`src/rtl/inst_fetch_unit.sv`:
```
// Instruction fetch front end.
// Owns the fetch PC and issues word requests to instruction memory over a
// valid/ready request channel with in-order responses. Returned words are
// buffered with their PC in a small FIFO and offered to decode over
// valid/ready. A redirect (taken branch/jump) reloads the PC, flushes the
// FIFO and discards every response still in flight.
//
// Ports
//   clk_in             clock, rising edge
//   reset              asynchronous, active-low reset
//   imem_req_valid_out fetch request valid
//   imem_req_ready_in  memory accepts request
//   imem_req_addr_out  fetch address, word aligned
//   imem_resp_valid_in response valid (in order)
//   imem_resp_data_in  instruction word
//   inst_valid_out     FIFO head valid to decode
//   inst_ready_in      decode consumes head
//   inst_out           head instruction, 0 when empty
//   inst_pc_out        head PC, 0 when empty
//   redirect_in        redirect fetch
//   redirect_pc_in     new fetch PC, bits [1:0] ignored
module inst_fetch_unit #(
    parameter int unsigned            ADDR_WIDTH = 32,
    parameter logic [ADDR_WIDTH-1:0]  RESET_PC   = '0,
    parameter int unsigned            FIFO_DEPTH = 2
) (
    input  logic                  clk_in,
    input  logic                  reset,
    output logic                  imem_req_valid_out,
    input  logic                  imem_req_ready_in,
    output logic [ADDR_WIDTH-1:0] imem_req_addr_out,
    input  logic                  imem_resp_valid_in,
    input  logic [31:0]           imem_resp_data_in,
    output logic                  inst_valid_out,
    input  logic                  inst_ready_in,
    output logic [31:0]           inst_out,
    output logic [ADDR_WIDTH-1:0] inst_pc_out,
    input  logic                  redirect_in,
    input  logic [ADDR_WIDTH-1:0] redirect_pc_in
);

    localparam int unsigned PW = $clog2(FIFO_DEPTH);
    localparam int unsigned CW = $clog2(FIFO_DEPTH + 1);
    localparam logic [CW:0] DEPTH_C = (CW + 1)'(FIFO_DEPTH);

    typedef logic [PW-1:0] ptr_t;
    typedef logic [CW-1:0] cnt_t;
    typedef enum logic [1:0] {StBoot, StFetch, StFlush} state_e;

    state_e                state_q, state_d;
    logic [ADDR_WIDTH-1:0] fetch_pc_q, fetch_pc_d;
    cnt_t                  fifo_cnt_q, fifo_cnt_d;
    cnt_t                  outstanding_q, outstanding_d;
    cnt_t                  drop_cnt_q, drop_cnt_d;
    ptr_t                  fifo_rd_q, fifo_rd_d, fifo_wr_q, fifo_wr_d;
    ptr_t                  pcq_rd_q, pcq_rd_d, pcq_wr_q, pcq_wr_d;

    logic [31:0]           fifo_data [FIFO_DEPTH];
    logic [ADDR_WIDTH-1:0] fifo_pc   [FIFO_DEPTH];
    logic [ADDR_WIDTH-1:0] pcq       [FIFO_DEPTH];  // PCs of requests awaiting response

    logic        redir, pop, resp, drop, push, req_valid, accept;
    logic [CW:0] credit;

    function automatic ptr_t ptr_inc(input ptr_t p);
        if (p == PW'(FIFO_DEPTH - 1)) begin
            return '0;
        end
        return p + PW'(1);
    endfunction

    assign redir = redirect_in && (state_q != StBoot);
    assign pop   = (fifo_cnt_q != '0) && inst_ready_in;
    assign resp  = imem_resp_valid_in && (outstanding_q != '0);
    assign drop  = resp && (drop_cnt_q != '0);
    // A response in the redirect cycle belongs to the old stream: discard it.
    assign push  = resp && !drop && !redir;

    // Credits count the slot freed by this cycle's pop, so that a 1-cycle
    // memory can sustain one instruction per cycle with a 2-entry FIFO.
    assign credit    = {1'b0, outstanding_q} + {1'b0, fifo_cnt_q} - {{CW{1'b0}}, pop};
    assign req_valid = (state_q == StFetch) && !redirect_in && (credit < DEPTH_C);
    assign accept    = req_valid && imem_req_ready_in;

    always_comb begin
        state_d       = state_q;
        fetch_pc_d    = fetch_pc_q;
        fifo_cnt_d    = fifo_cnt_q;
        fifo_rd_d     = fifo_rd_q;
        fifo_wr_d     = fifo_wr_q;
        pcq_rd_d      = resp ? ptr_inc(pcq_rd_q) : pcq_rd_q;
        pcq_wr_d      = accept ? ptr_inc(pcq_wr_q) : pcq_wr_q;
        outstanding_d = outstanding_q + cnt_t'(accept) - cnt_t'(resp);
        drop_cnt_d    = drop ? drop_cnt_q - cnt_t'(1) : drop_cnt_q;

        if (redir) begin
            fetch_pc_d = {redirect_pc_in[ADDR_WIDTH-1:2], 2'b00};
            fifo_cnt_d = '0;
            fifo_rd_d  = '0;
            fifo_wr_d  = '0;
            // Everything still outstanding after this cycle is stale.
            drop_cnt_d = outstanding_d;
        end else begin
            if (accept) begin
                fetch_pc_d = fetch_pc_q + ADDR_WIDTH'(4);
            end
            if (push) begin
                fifo_wr_d = ptr_inc(fifo_wr_q);
            end
            if (pop) begin
                fifo_rd_d = ptr_inc(fifo_rd_q);
            end
            fifo_cnt_d = fifo_cnt_q + cnt_t'(push) - cnt_t'(pop);
        end

        unique case (state_q)
            StBoot:  state_d = StFetch;
            StFetch: if (redir && (outstanding_d != '0)) state_d = StFlush;
            StFlush: if (!redir && (drop_cnt_d == '0)) state_d = StFetch;
            default: state_d = StBoot;
        endcase
    end

    always_ff @(posedge clk_in or negedge reset) begin
        if (!reset) begin
            state_q       <= StBoot;
            fetch_pc_q    <= RESET_PC;
            fifo_cnt_q    <= '0;
            outstanding_q <= '0;
            drop_cnt_q    <= '0;
            fifo_rd_q     <= '0;
            fifo_wr_q     <= '0;
            pcq_rd_q      <= '0;
            pcq_wr_q      <= '0;
        end else begin
            state_q       <= state_d;
            fetch_pc_q    <= fetch_pc_d;
            fifo_cnt_q    <= fifo_cnt_d;
            outstanding_q <= outstanding_d;
            drop_cnt_q    <= drop_cnt_d;
            fifo_rd_q     <= fifo_rd_d;
            fifo_wr_q     <= fifo_wr_d;
            pcq_rd_q      <= pcq_rd_d;
            pcq_wr_q      <= pcq_wr_d;
        end
    end

    // Storage needs no reset; validity is tracked by the counters above.
    always_ff @(posedge clk_in) begin
        if (push) begin
            fifo_data[fifo_wr_q] <= imem_resp_data_in;
            fifo_pc[fifo_wr_q]   <= pcq[pcq_rd_q];
        end
        if (accept) begin
            pcq[pcq_wr_q] <= fetch_pc_q;
        end
    end

    assign imem_req_valid_out = req_valid;
    assign imem_req_addr_out  = fetch_pc_q;
    assign inst_valid_out     = (fifo_cnt_q != '0);
    assign inst_out           = inst_valid_out ? fifo_data[fifo_rd_q] : '0;
    assign inst_pc_out        = inst_valid_out ? fifo_pc[fifo_rd_q] : '0;

    resp_without_request_a: assert property (
        @(posedge clk_in) disable iff (!reset) imem_resp_valid_in |-> (outstanding_q != '0)
    );

endmodule

```
`config.mk`:
```
export PLATFORM = sky130hd
export DESIGN_NAME = inst_fetch_unit
export DESIGN_NICKNAME = d
export VERILOG_FILES = /design/src/rtl/inst_fetch_unit.sv
export SDC_FILE = /design/constraint.sdc
export NUM_CORES = 1
export LEC_CHECK = 0
export CAP_MARGIN = 20
export CORE_ASPECT_RATIO = 1.75
export CORE_UTILIZATION = 48
export DETAILED_ROUTE_END_ITERATION = 10
export GPL_TIMING_DRIVEN = 0
export PLACE_DENSITY = 0.77
export SLEW_MARGIN = 10
export SYNTH_ARGS = -nofsm -noshare
export SYNTH_HDL_FRONTEND = slang
export SYNTH_SLANG_ARGS = --single-unit
```
`constraint.sdc`:
```
create_clock -name clk_in -period 3.7 [get_ports clk_in]
set_input_delay 0.74 -clock clk_in [delete_from_list [all_inputs] [get_ports clk_in]]
set_output_delay 0.74 -clock clk_in [all_outputs]
set_load 0.02 [all_outputs]
```
==> results of run 1 <==
[power breakdown]
part	internal, mW	total, mW	switching (mW)	leakage (nW)
Sequential	3.30	3.72	0.424	2.17
Clock	1.29	2.15	0.857	0.339
Combinational	1.64	3.62	1.98	1.71
[flip-flops by register name, summed over array words and instances (netlist names), 2 cells and up]
register / cells
state_q: 2
fifo_cnt_q: 2
imem_req_addr_out: 30
pcq: 60
drop_cnt_q: 2
outstanding_q: 2
fifo_pc: 60
fifo_data: 64
[worst max-delay path, stage by stage]
cell             delay (ps)
clkdlybuf4s50_1         460
and2_4                  180
nor2b_1                 140
fa_1                    550
and4bb_2                330
and2_1                  170
dlygate4sd2_1           340
[routing by layer]
| layer | routed length (um) | track usage [%] | up-vias |
|---|---|---|---|
| met4 | 700 | 8.75 | 0 |
| met2 | 11300 | 39.6 | 195 |
| met1 | 6820 | 20.5 | 2762 |
| li1 | - | - | 2690 |
| met3 | 845 | 2.33 | 50 |
| met5 | 0 | 0 | - |
[repair_timing]
action,in CTS,in global routing
setup buffers,4,1
hold buffers,0,0
resized for setup,5,7
pin swaps,3,1
setup endpoints to repair,47,28
[Yosys cell counts, types with 2 or more instances]
cell type,n
nor2_1,82
o21ai_1,17
a21oi_1,7
and4_1,5
nand3_1,8
clkbuf_1,15
buf_1,8
nand4_2,2
mux2i_1,63
nand4b_1,2
inv_1,14
nor3_1,9
ha_1,7
and2_1,5
xor2_1,2
nand4_1,4
nor3b_1,2
nor4_2,8
nor3_2,4
o21ai_0,11
xnor2_1,35
edfxtp_1,184
dfrtp_1,42
buf_4,5
and3_1,3
mux2_2,30
nand2_1,37
nor2b_1,2
[logic make-up (layout without fill, tap and decap cells)]
logic type      after synthesis  count (layout)  synth area share, %
flops                       226             226                 70.1
simple gates                182             182                 10.3
mux                          93              93                 10.3
buf+inv                      44             251                 2.05
compound gates               40              40                 2.33
xor+xnor                     38              38                 3.63
fa+ha+maj                     8               8                 1.15
other cells                   1               4               0.0400
[final cells by class]
| class | instances | area, sq um |
|---|---|---|
| fill | 1438 | 6930 |
| sequential | 226 | 6580 |
| multi-input combinational | 365 | 2670 |
| timing repair buffer | 171 | 1740 |
| clock buffer | 28 | 572 |
| tap | 241 | 302 |
| buffer | 30 | 146 |
| clock inverter | 8 | 118 |
| inverter | 14 | 52.6 |
[through the flow]
stage	instance area, sq um	TNS [ps]	total power [mW]
global placement	11300	-345370	7.14
detailed placement	11400	-10920	7.31
global route	12200	0	9.91
CTS	12100	0	9.52
finish	12200	0	9.49
floorplan	9390	-62280	5.74
[worst max path at each step]
| stage | start | endpoint | depth (start not counted) |
|---|---|---|---|
| 2_1_floorplan | redirect_in | fifo_data[0][0]$_DFFE_PP_ | 3 |
| 3_5_place_dp | inst_ready_in | state_q[1]$_DFFE_PN0P_ | 15 |
| 4_1_cts | fifo_rd_q$_DFFE_PN0P_ | inst_out[29] | 5 |
| 3_3_place_gp | redirect_in | fifo_data[1][21]$_DFFE_PP_ | 4 |
| 6_report | inst_ready_in | imem_req_valid_out | 7 |
| 5_1_grt | inst_ready_in | state_q[0]$_DFFE_PN0P_ | 16 |
==> summary.txt, run 1 <==
Route
  • Iteration-0 DRC Markers: 130
  • Avg WL per Cell: 18.2 um
  • Vias/cell: 5.26
  • WL final: 19.7 mm
  • Vias: 5697
  • DR pass1 iterations: 4
  • Remaining DRCs: 0
  • Detail Route Antenna Nets: 0

Die
  • Io pins: 168
  • Initial Util: 49.1%
  • Die Y: 187 um
  • FP Rows: 67
  • Std-Cell Core Area: 19100 sq um
  • Die ar.: 20100 sq um
  • Die X: 108 um

Place
  • Port Buffers: 161
  • Placed insts: 1042
  • GPL Wtd Cong: 0.831
  • Hpwl dp: 14.5 mm
  • Post-Place Worst Slack: -747 ps

Synthesis
  • Post-synth top flop: edfxtp_1
  • Post-Synthesis Cells: 632
  • Yosys reg bits: 226
  • Unique cell type count in the Yosys netlist: 47
  • Syn Std Cell Area: 9380 sq um
  • Post-synth EDFFs: 184
  • Largest area contributor in the synthesized netlist: edfxtp_1
  • Synth top area share: 58.9%
  • Seq/Total Area, Yosys: 70.1%
  • Warnings, synthesis: 0
  • Synth top area cells: edfxtp_1 59%, dfrtp_1 11%, mux2i_1 6.7%
  • Post-synth ARST share: 18.6%
  • Mapped Avg Cell Area: 14.8 sq um

CTS
  • CTS tree: built
  • Clock buffer depth: 3
  • CTS sink count: 226
  • Clock Pin Slew Worst Setup and Hold Paths: 70 ps
  • CTS buffer count: 20
  • Htree depth: 1
  • CTS root buffer: clkbuf_16
  • Clock latency at the later pin of the worst-skew pair: 480 ps

STA
  • Clock skew: 7.75 ps
  • Slew HR: 38.1%
  • Unrepaired setup endpoints after global routing: no
  • Period utilisation layout: 98.6%
  • WHS: 153 ps
  • Final hold violations: 0
  • Final setup vio count: 0
  • Final Max Tran Viols: 0
  • Max Fclk: 274 MHz
  • Fin crit period: 3650 ps
  • Worst-margin pin slew: 927 ps
  • Final WS setup: 50.9 ps

Job
  • Max-cap viol count: 0

Global route
  • GRT Resource Usage Total: 20.1%
  • Largest net degree at the start of global routing: 31
  • Initial antenna violation count: 0
  • First-pass GRT wire length: 31.1 mm
  • Grt ovf: 0
  • Vias in the first global route: 6036

Worst setup path
  • R2R depth: 17
  • CP Class: in2out
  • Worst setup SP type: primary input
  • CP Data Required Time: 2960 ps
  • CP max FO: 4
  • Crit end category: primary output
  • Critical Path AT: 2910 ps
  • Setup slack, reg-to-reg: 220 ps
  • Critical R2R Launch: fifo_cnt_q[1]$_DFF_PN0_
  • FF-to-FF End: state_q[0]$_DFFE_PN0P_

Power and ir drop
  • PD cells: 779 nW/um^2
  • LEAKAGE: 4.21 nW
  • Max VDD drop: 0.000537 V

Layout
  • Layout Utilization: 63.7%
  • Area grow syn2layout: 29.9%
  • Most common cell after layout, fill and taps aside: edfxtp_1
  • Share of layout cells above drive strength 1: 13.3%
  • Nets: 906
  • Most frequent cells in the layout: 184 x edfxtp_1, 159 x clkdlybuf4s50_1, 78 x nor2_1
  • Ant diodes: 0
  • Cell Count, Final, Fillers Out: 1083

Status
  • Outcome: completed

Min path
  • Hold Crit Class: in2async
No activity file was read; power rests on OpenSTA's default activity.
==> run 2: changes to the inputs <==
--- a/config.mk
+++ b/config.mk
@@ -10,8 +10,9 @@
 export CORE_UTILIZATION = 48
 export DETAILED_ROUTE_END_ITERATION = 10
 export GPL_TIMING_DRIVEN = 0
+export HOLD_SLACK_MARGIN = 0.05
 export PLACE_DENSITY = 0.77
-export SLEW_MARGIN = 10
+export SLEW_MARGIN = 20
 export SYNTH_ARGS = -nofsm -noshare
 export SYNTH_HDL_FRONTEND = slang
 export SYNTH_SLANG_ARGS = --single-unit
==> summary.txt, run 2 (same netlist as run 1, synthesis figures left out) <==
CTS
  • CTS root buffer: clkbuf_16
  • Post-CTS Hold Fix Bufs: 0 (unchanged)
  • Clock buffer depth: 3 (unchanged)
  • Clock latency at the later pin of the worst-skew pair: 490 ps (about the same)
  • Clock Pin Slew Worst Setup and Hold Paths: 70 ps (about the same)
  • Htree depth: 1 (unchanged)
  • CTS buffer count: 20 (unchanged)
  • CTS tree: built
  • CTS sink count: 226 (unchanged)

STA
  • Unrepaired setup endpoints after global routing: no
  • Max Fclk: 272 MHz (-0.63%)
  • Fin crit period: 3670 ps (+23.1 ps)
  • Worst-margin pin slew: 926 ps (-0.358 ps)
  • Final WS setup: 27.8 ps (-23.1 ps)
  • Period utilisation layout: 99.2% (+0.63 points)
  • Final hold violations: 0 (unchanged)
  • Slew HR: 38.1% (about the same)
  • Clock skew: 7.56 ps (-0.187 ps)
  • Final setup vio count: 0 (unchanged)
  • Final Max Tran Viols: 0 (unchanged)

Power and ir drop
  • Seq pwr share: 38.9% (-0.3 points)
  • Switching Fraction: 34.4% (+0.060 points)
  • Int Power: 6.27 mW (+0.66%)
  • Clock network power share: 23.4% (+0.8 points)
  • Max VDD drop: 0.000451 V (-16%)
  • LEAKAGE: 4.22 nW (+0.17%)
  • PD cells: 783 nW/um^2 (+0.52%)
  • P_sw: 3.29 mW (+0.92%)
  • Combinational power share: 37.7% (-0.5 points)

Global route
  • Largest net degree at the start of global routing: 31 (unchanged)
  • Vias in the first global route: 6065 (+0.48%)
  • Grt ovf: 0 (unchanged)
  • GRT Resource Usage Total: 20.1% (-0.052 points)
  • First-pass GRT wire length: 31.2 mm (+0.20%)
  • Initial antenna violation count: 0 (unchanged)

Route
  • Iteration-0 DRC Markers: 229 (+76%)
  • Detail Route Antenna Nets: 0 (unchanged)
  • Remaining DRCs: 0 (unchanged)
  • Vias: 5690 (-0.12%)
  • DR pass1 iterations: 4 (unchanged)
  • WL final: 19.8 mm (+0.64%)
  • Avg WL per Cell: 18.3 um (+0.73%)
  • Vias/cell: 5.26 (about the same)

Layout
  • Most common cell after layout, fill and taps aside: edfxtp_1
  • Share of layout cells above drive strength 1: 13.3% (+0.016 points)
  • Ant diodes: 0 (unchanged)
  • Area grow syn2layout: 30.2%
  • Cell Count, Final, Fillers Out: 1082 (-0.092%)
  • Nets: 905 (-0.11%)
  • Max reg flops: 64 (unchanged)
  • Largest regs: fifo_data (64), fifo_pc (60), pcq (60)
  • Layout Utilization: 63.9% (+0.14 points)
  • Most frequent cells in the layout: 184 x edfxtp_1, 159 x clkdlybuf4s50_1, 78 x nor2_1
  • # fillers: 1416 (-1.5%)
  • Top reg by flops: fifo_data

Worst setup path
  • Critical R2R Launch: fifo_cnt_q[1]$_DFF_PN0_
  • Worst setup SP type: primary input
  • Crit end category: flip-flop
  • CP max FO: 10 (+6)
  • CP Data Required Time: 4070 ps (+1110 ps)
  • FF-to-FF End: state_q[1]$_DFFE_PN0P_
  • Setup slack, reg-to-reg: 160 ps (-60 ps)
  • Critical Path AT: 4050 ps (+1140 ps)
  • CP Class: in2reg
  • R2R depth: 16 (-1)

Die
  • Initial Util: 49.1% (unchanged)
  • Die X: 108 um (unchanged)
  • FP Rows: 67 (unchanged)
  • Std-Cell Core Area: 19100 sq um (unchanged)
  • Die Y: 187 um (unchanged)
  • Io pins: 168 (unchanged)
  • Die ar.: 20100 sq um (unchanged)

Place
  • Hpwl dp: 14.5 mm (about the same)
  • GPL Wtd Cong: 0.831 (unchanged)
  • Placed insts: 1042 (unchanged)
  • Post-Place Worst Slack: -749 ps (-2.20 ps)
  • Port Buffers: 161 (unchanged)

Min path
  • Hold Crit Class: in2async

Status
  • Outcome: completed

Job
  • Max-cap viol count: 0 (unchanged)
[run 2: worst max path at each step]
stage / slack (ps) / end / cells after the start / from
finish: 30 / state_q[1]$_DFFE_PN0P_ / 15 / inst_ready_in
global route: 10 / state_q[1]$_DFFE_PN0P_ / 15 / inst_ready_in
floorplan: -500 / fifo_data[0][0]$_DFFE_PP_ / 3 / redirect_in
detailed placement: -750 / state_q[1]$_DFFE_PN0P_ / 15 / inst_ready_in
global placement: -2550 / fifo_data[1][21]$_DFFE_PP_ / 4 / redirect_in
CTS: 20 / inst_out[27] / 5 / fifo_rd_q$_DFFE_PN0P_
[run 2: what timing repair did]
item | in CTS | in global routing
setup endpoints to repair | 45 | 27
pin swaps | 2 | 1
gates cloned | 0 | 0
setup buffers | 4 | 0
gates resized for setup | 5 | 5
[run 2: area by class of cell]
class / instances / area, sq um / area share (%)
flip-flops and latches: 226 / 6580 / 53.9
multi-input cells: 365 / 2670 / 21.8
repair buffers: 170 / 1750 / 14.3
clock buffers: 24 / 547 / 4.48
well taps: 241 / 302 / 2.47
clock inverters: 12 / 170 / 1.39
plain buffers: 30 / 146 / 1.20
inverters: 14 / 52.6 / 0.430
[run 2: metrics by stage]
step / hold WS, ps / TNS (ps) / power, mW / area, sq um
3_5_place_dp: 511 / -10770 / 7.31 / 11400
3_3_place_gp: 493 / -345370 / 7.14 / 11300
6_report: 146 / 0 / 9.56 / 12200
4_1_cts: 135 / 0 / 9.60 / 12200
2_1_floorplan: 444 / -62280 / 5.74 / 9390
5_1_grt: 159 / 0 / 9.97 / 12200
[run 2: power groups by stage]
stage | combinational, mW | clock, mW | sequential [mW]
floorplan | 1.93 | 0 | 3.81
global placement | 3.41 | 0 | 3.73
detailed placement | 3.55 | 0 | 3.76
CTS | 3.62 | 2.28 | 3.71
global route | 3.85 | 2.36 | 3.77
finish | 3.60 | 2.24 | 3.72
[run 2: worst max-delay path: stages]
cell             delay (ps)
clkdlybuf4s50_1         460
and2_1                  200
nor2b_2                 170
fa_1                    540
and4bb_2                300
nand3_4                 100
buf_6                   180
ha_1                    280
inv_1                    40
ha_1                    180
xnor2_1                 190
xnor2_1                 130
o21ai_1                 230
nor3b_1                  90
or2_1                   210
[run 2: per-layer routing]
layer	up-vias	share of wire (%)	track usage, %
met1	2751	35	20.9
met4	0	3.7	9.38
met3	60	4.1	1.95
li1	2682	-	-
met2	197	57	39.0
met5	-	0	0
==> run 3: changes to the inputs <==
--- a/config.mk
+++ b/config.mk
@@ -5,13 +5,12 @@
 export SDC_FILE = /design/constraint.sdc
 export NUM_CORES = 1
 export LEC_CHECK = 0
-export CAP_MARGIN = 20
 export CORE_ASPECT_RATIO = 1.75
 export CORE_UTILIZATION = 48
 export DETAILED_ROUTE_END_ITERATION = 10
 export GPL_TIMING_DRIVEN = 0
 export HOLD_SLACK_MARGIN = 0.05
-export PLACE_DENSITY = 0.77
+export PLACE_DENSITY_LB_ADDON = 0.3
 export SLEW_MARGIN = 20
 export SYNTH_ARGS = -nofsm -noshare
 export SYNTH_HDL_FRONTEND = slang
==> summary.txt, run 3 (same netlist as run 1, synthesis figures left out) <==
Layout
  • # fillers: 1469 (+3.7%)
  • Layout Utilization: 63.8% (-0.12 points)
  • Multi-input gate area: 2680 sq um (+0.47%)
  • Design area: 12200 sq um (-0.18%)
  • Top reg by flops: fifo_data
  • FF/Latch Area: 6580 sq um (unchanged)
  • Share of layout cells above drive strength 1: 13.1% (-0.24 points)
  • Most frequent cells in the layout: 184 x edfxtp_1, 159 x clkdlybuf4s50_1, 78 x nor2_1
  • Area grow syn2layout: 30.0%
  • Ant diodes: 0 (unchanged)
  • Max reg flops: 64 (unchanged)
  • Largest regs: fifo_data (64), fifo_pc (60), pcq (60)
  • Most common cell after layout, fill and taps aside: edfxtp_1
  • Nets: 905 (unchanged)

Route
  • DR pass1 iterations: 4 (unchanged)
  • Iteration-0 DRC Markers: 212 (-7.4%)
  • Remaining DRCs: 0 (unchanged)
  • Avg WL per Cell: 18.5 um (+1.1%)
  • Vias/cell: 5.26 (about the same)
  • WL final: 20.0 mm (+1.1%)
  • Vias: 5691 (+0.018%)
  • Detail Route Antenna Nets: 0 (unchanged)

STA
  • Clock skew: 9.51 ps (+1.94 ps)
  • Worst-margin pin slew: 767 ps (-160 ps)
  • Max Fclk: 277 MHz (+1.7%)
  • Period utilisation layout: 97.6% (-1.7 points)
  • Final hold violations: 0 (unchanged)
  • Final setup vio count: 0 (unchanged)
  • Final Max Tran Viols: 0 (unchanged)
  • Setup TNS: 0 ps (unchanged)
  • Slew HR: 48.5% (+10 points)
  • Fin crit period: 3610 ps (-61.8 ps)

Power and ir drop
  • P_sw: 3.25 mW (-1.1%)
  • Int Power: 6.11 mW (-2.5%)
  • LEAKAGE: 4.20 nW (-0.40%)
  • Seq pwr share: 39.7% (+0.8 points)
  • Max VDD drop: 0.000527 V (+17%)
  • Overall power: 9.37 mW (-2.0%)
  • Clock network power share: 21.7% (-1.7 points)
  • Combinational power share: 38.6% (+0.9 points)
  • Switching Fraction: 34.7% (+0.33 points)
  • PD cells: 768 nW/um^2 (-1.8%)

Worst setup path
  • Crit end category: flip-flop
  • CP Class: in2reg
  • CP max FO: 10 (unchanged)
  • CP Data Required Time: 4070 ps (about the same)
  • Critical Path AT: 3980 ps (-70 ps)
  • Worst setup SP type: primary input

CTS
  • Htree depth: 1 (unchanged)
  • CTS tree: built
  • CTS root buffer: clkbuf_16
  • Clock latency at the later pin of the worst-skew pair: 490 ps (about the same)
  • CTS buffer count: 20 (unchanged)
  • CTS sink count: 226 (unchanged)
  • Clock Pin Slew Worst Setup and Hold Paths: 70 ps (about the same)
  • Clock buffer depth: 3 (unchanged)

Die
  • Die ar.: 20100 sq um (unchanged)
  • FP Rows: 67 (unchanged)
  • Die X: 108 um (unchanged)
  • Die Y: 187 um (unchanged)
  • Io pins: 168 (unchanged)
  • Std-Cell Core Area: 19100 sq um (unchanged)
  • Initial Util: 49.1% (unchanged)

Place
  • Post-DP Area: 11500 sq um (+0.37%)
  • Hpwl dp: 14.7 mm (+1.3%)
  • GPL Wtd Cong: 0.852 (+2.5%)
  • Port Buffers: 161 (unchanged)

Status
  • Outcome: completed

Global route
  • Grt ovf: 0 (unchanged)
  • Initial antenna violation count: 0 (unchanged)
  • GRT Resource Usage Total: 20.5% (+0.44 points)
  • Largest net degree at the start of global routing: 32 (+3.2%)
  • First-pass GRT wire length: 31.7 mm (+1.8%)
  • Vias in the first global route: 6210 (+2.4%)

Min path
  • Hold Crit Class: in2async

Job
  • Max-cap viol count: 0 (unchanged)
==> run 3: cell count changes in the layout (fill, tap and decap cells not counted), moves of 2 or more <==
cell,before,now
buf_12,3,1
buf_16,2,5
bufinv_16,4,2
clkinv_1,0,5
clkinv_2,5,3
xnor2_1,35,33
xnor2_2,0,2
==> run 3: worst paths after layout <==
| kind | start | end | slack (ps) | cells past startpoint |
|---|---|---|---|---|
| max | inst_ready_in | state_q[1]$_DFFE_PN0P_ | 90 | 15 |
| min | reset | imem_req_addr_out[19]$_DFFE_PN0N_ | 140 | 1 |
| max reg2reg | fifo_cnt_q[0]$_DFF_PN0_ | state_q[1]$_DFFE_PN0P_ | 180 | 16 |
| min reg2reg | imem_req_addr_out[13]$_DFFE_PN0N_ | pcq[1][13]$_DFFE_PP_ | 530 | 0 |
| max in group asynchronous | reset | imem_req_addr_out[30]$_DFFE_PN0N_ | 3080 | 2 |
| min in group clk_in | imem_req_addr_out[13]$_DFFE_PN0N_ | pcq[1][13]$_DFFE_PP_ | 530 | 0 |
==> run 3: metrics by stage <==
stage	hold slack (ps)	std cells	worst slack (ps)
final	140	1082	89.6
after global routing	142	1082	-17.0
after CTS	129	1082	17.8
after detailed placement	515	1043	-684
after global placement	505	1037	-2800
after floorplan	444	635	-502
==> run 3: final cells by class <==
class	instances	area share (%)
tap	241	2.47
multi-input combinational	365	22.0
buffer	30	1.23
clock buffer	24	4.40
timing repair buffer	170	14.7
sequential	226	54.0
inverter	14	0.431
clock inverter	12	0.873
==> run 3: routing by layer <==
layer	share of wire [%]	up-vias	global-route usage [%]
li1	-	2682	-
met1	36	2789	21.5
met2	56	169	39.3
met3	4.3	51	2.75
met4	3.8	0	9.43
met5	0	-	0
==> run 3: what timing repair did <==
| action | CTS | global route |
|---|---|---|
| endpoints found under the setup margin | 37 | 22 |
| hold buffers | 0 | 0 |
| pin swaps | 2 | 2 |
| setup buffers | 3 | 0 |
| hold endpoints to repair | 0 | 0 |
| resized for setup | 6 | 9 |
==> run 3: power by group through the flow <==
stage / clock network (mW) / registers [mW] / logic (mW)
floorplan: 0 / 3.81 / 1.93
global placement: 0 / 3.74 / 3.41
detailed placement: 0 / 3.76 / 3.56
CTS: 2.07 / 3.71 / 3.61
global route: 2.17 / 3.77 / 3.88
finish: 2.03 / 3.72 / 3.61
==> run 3: worst max-delay path: stages <==
cell             delay [ps]
clkdlybuf4s50_1         450
and2_4                  180
nor2b_1                 140
fa_1                    510
and4bb_2                330
nand3_4                 120
buf_8                   180
ha_1                    270
inv_1                    40
ha_1                    210
xnor2_2                 170
xnor2_2                 170
o21ai_2                 190
nor3b_2                  70
or2_1                   220
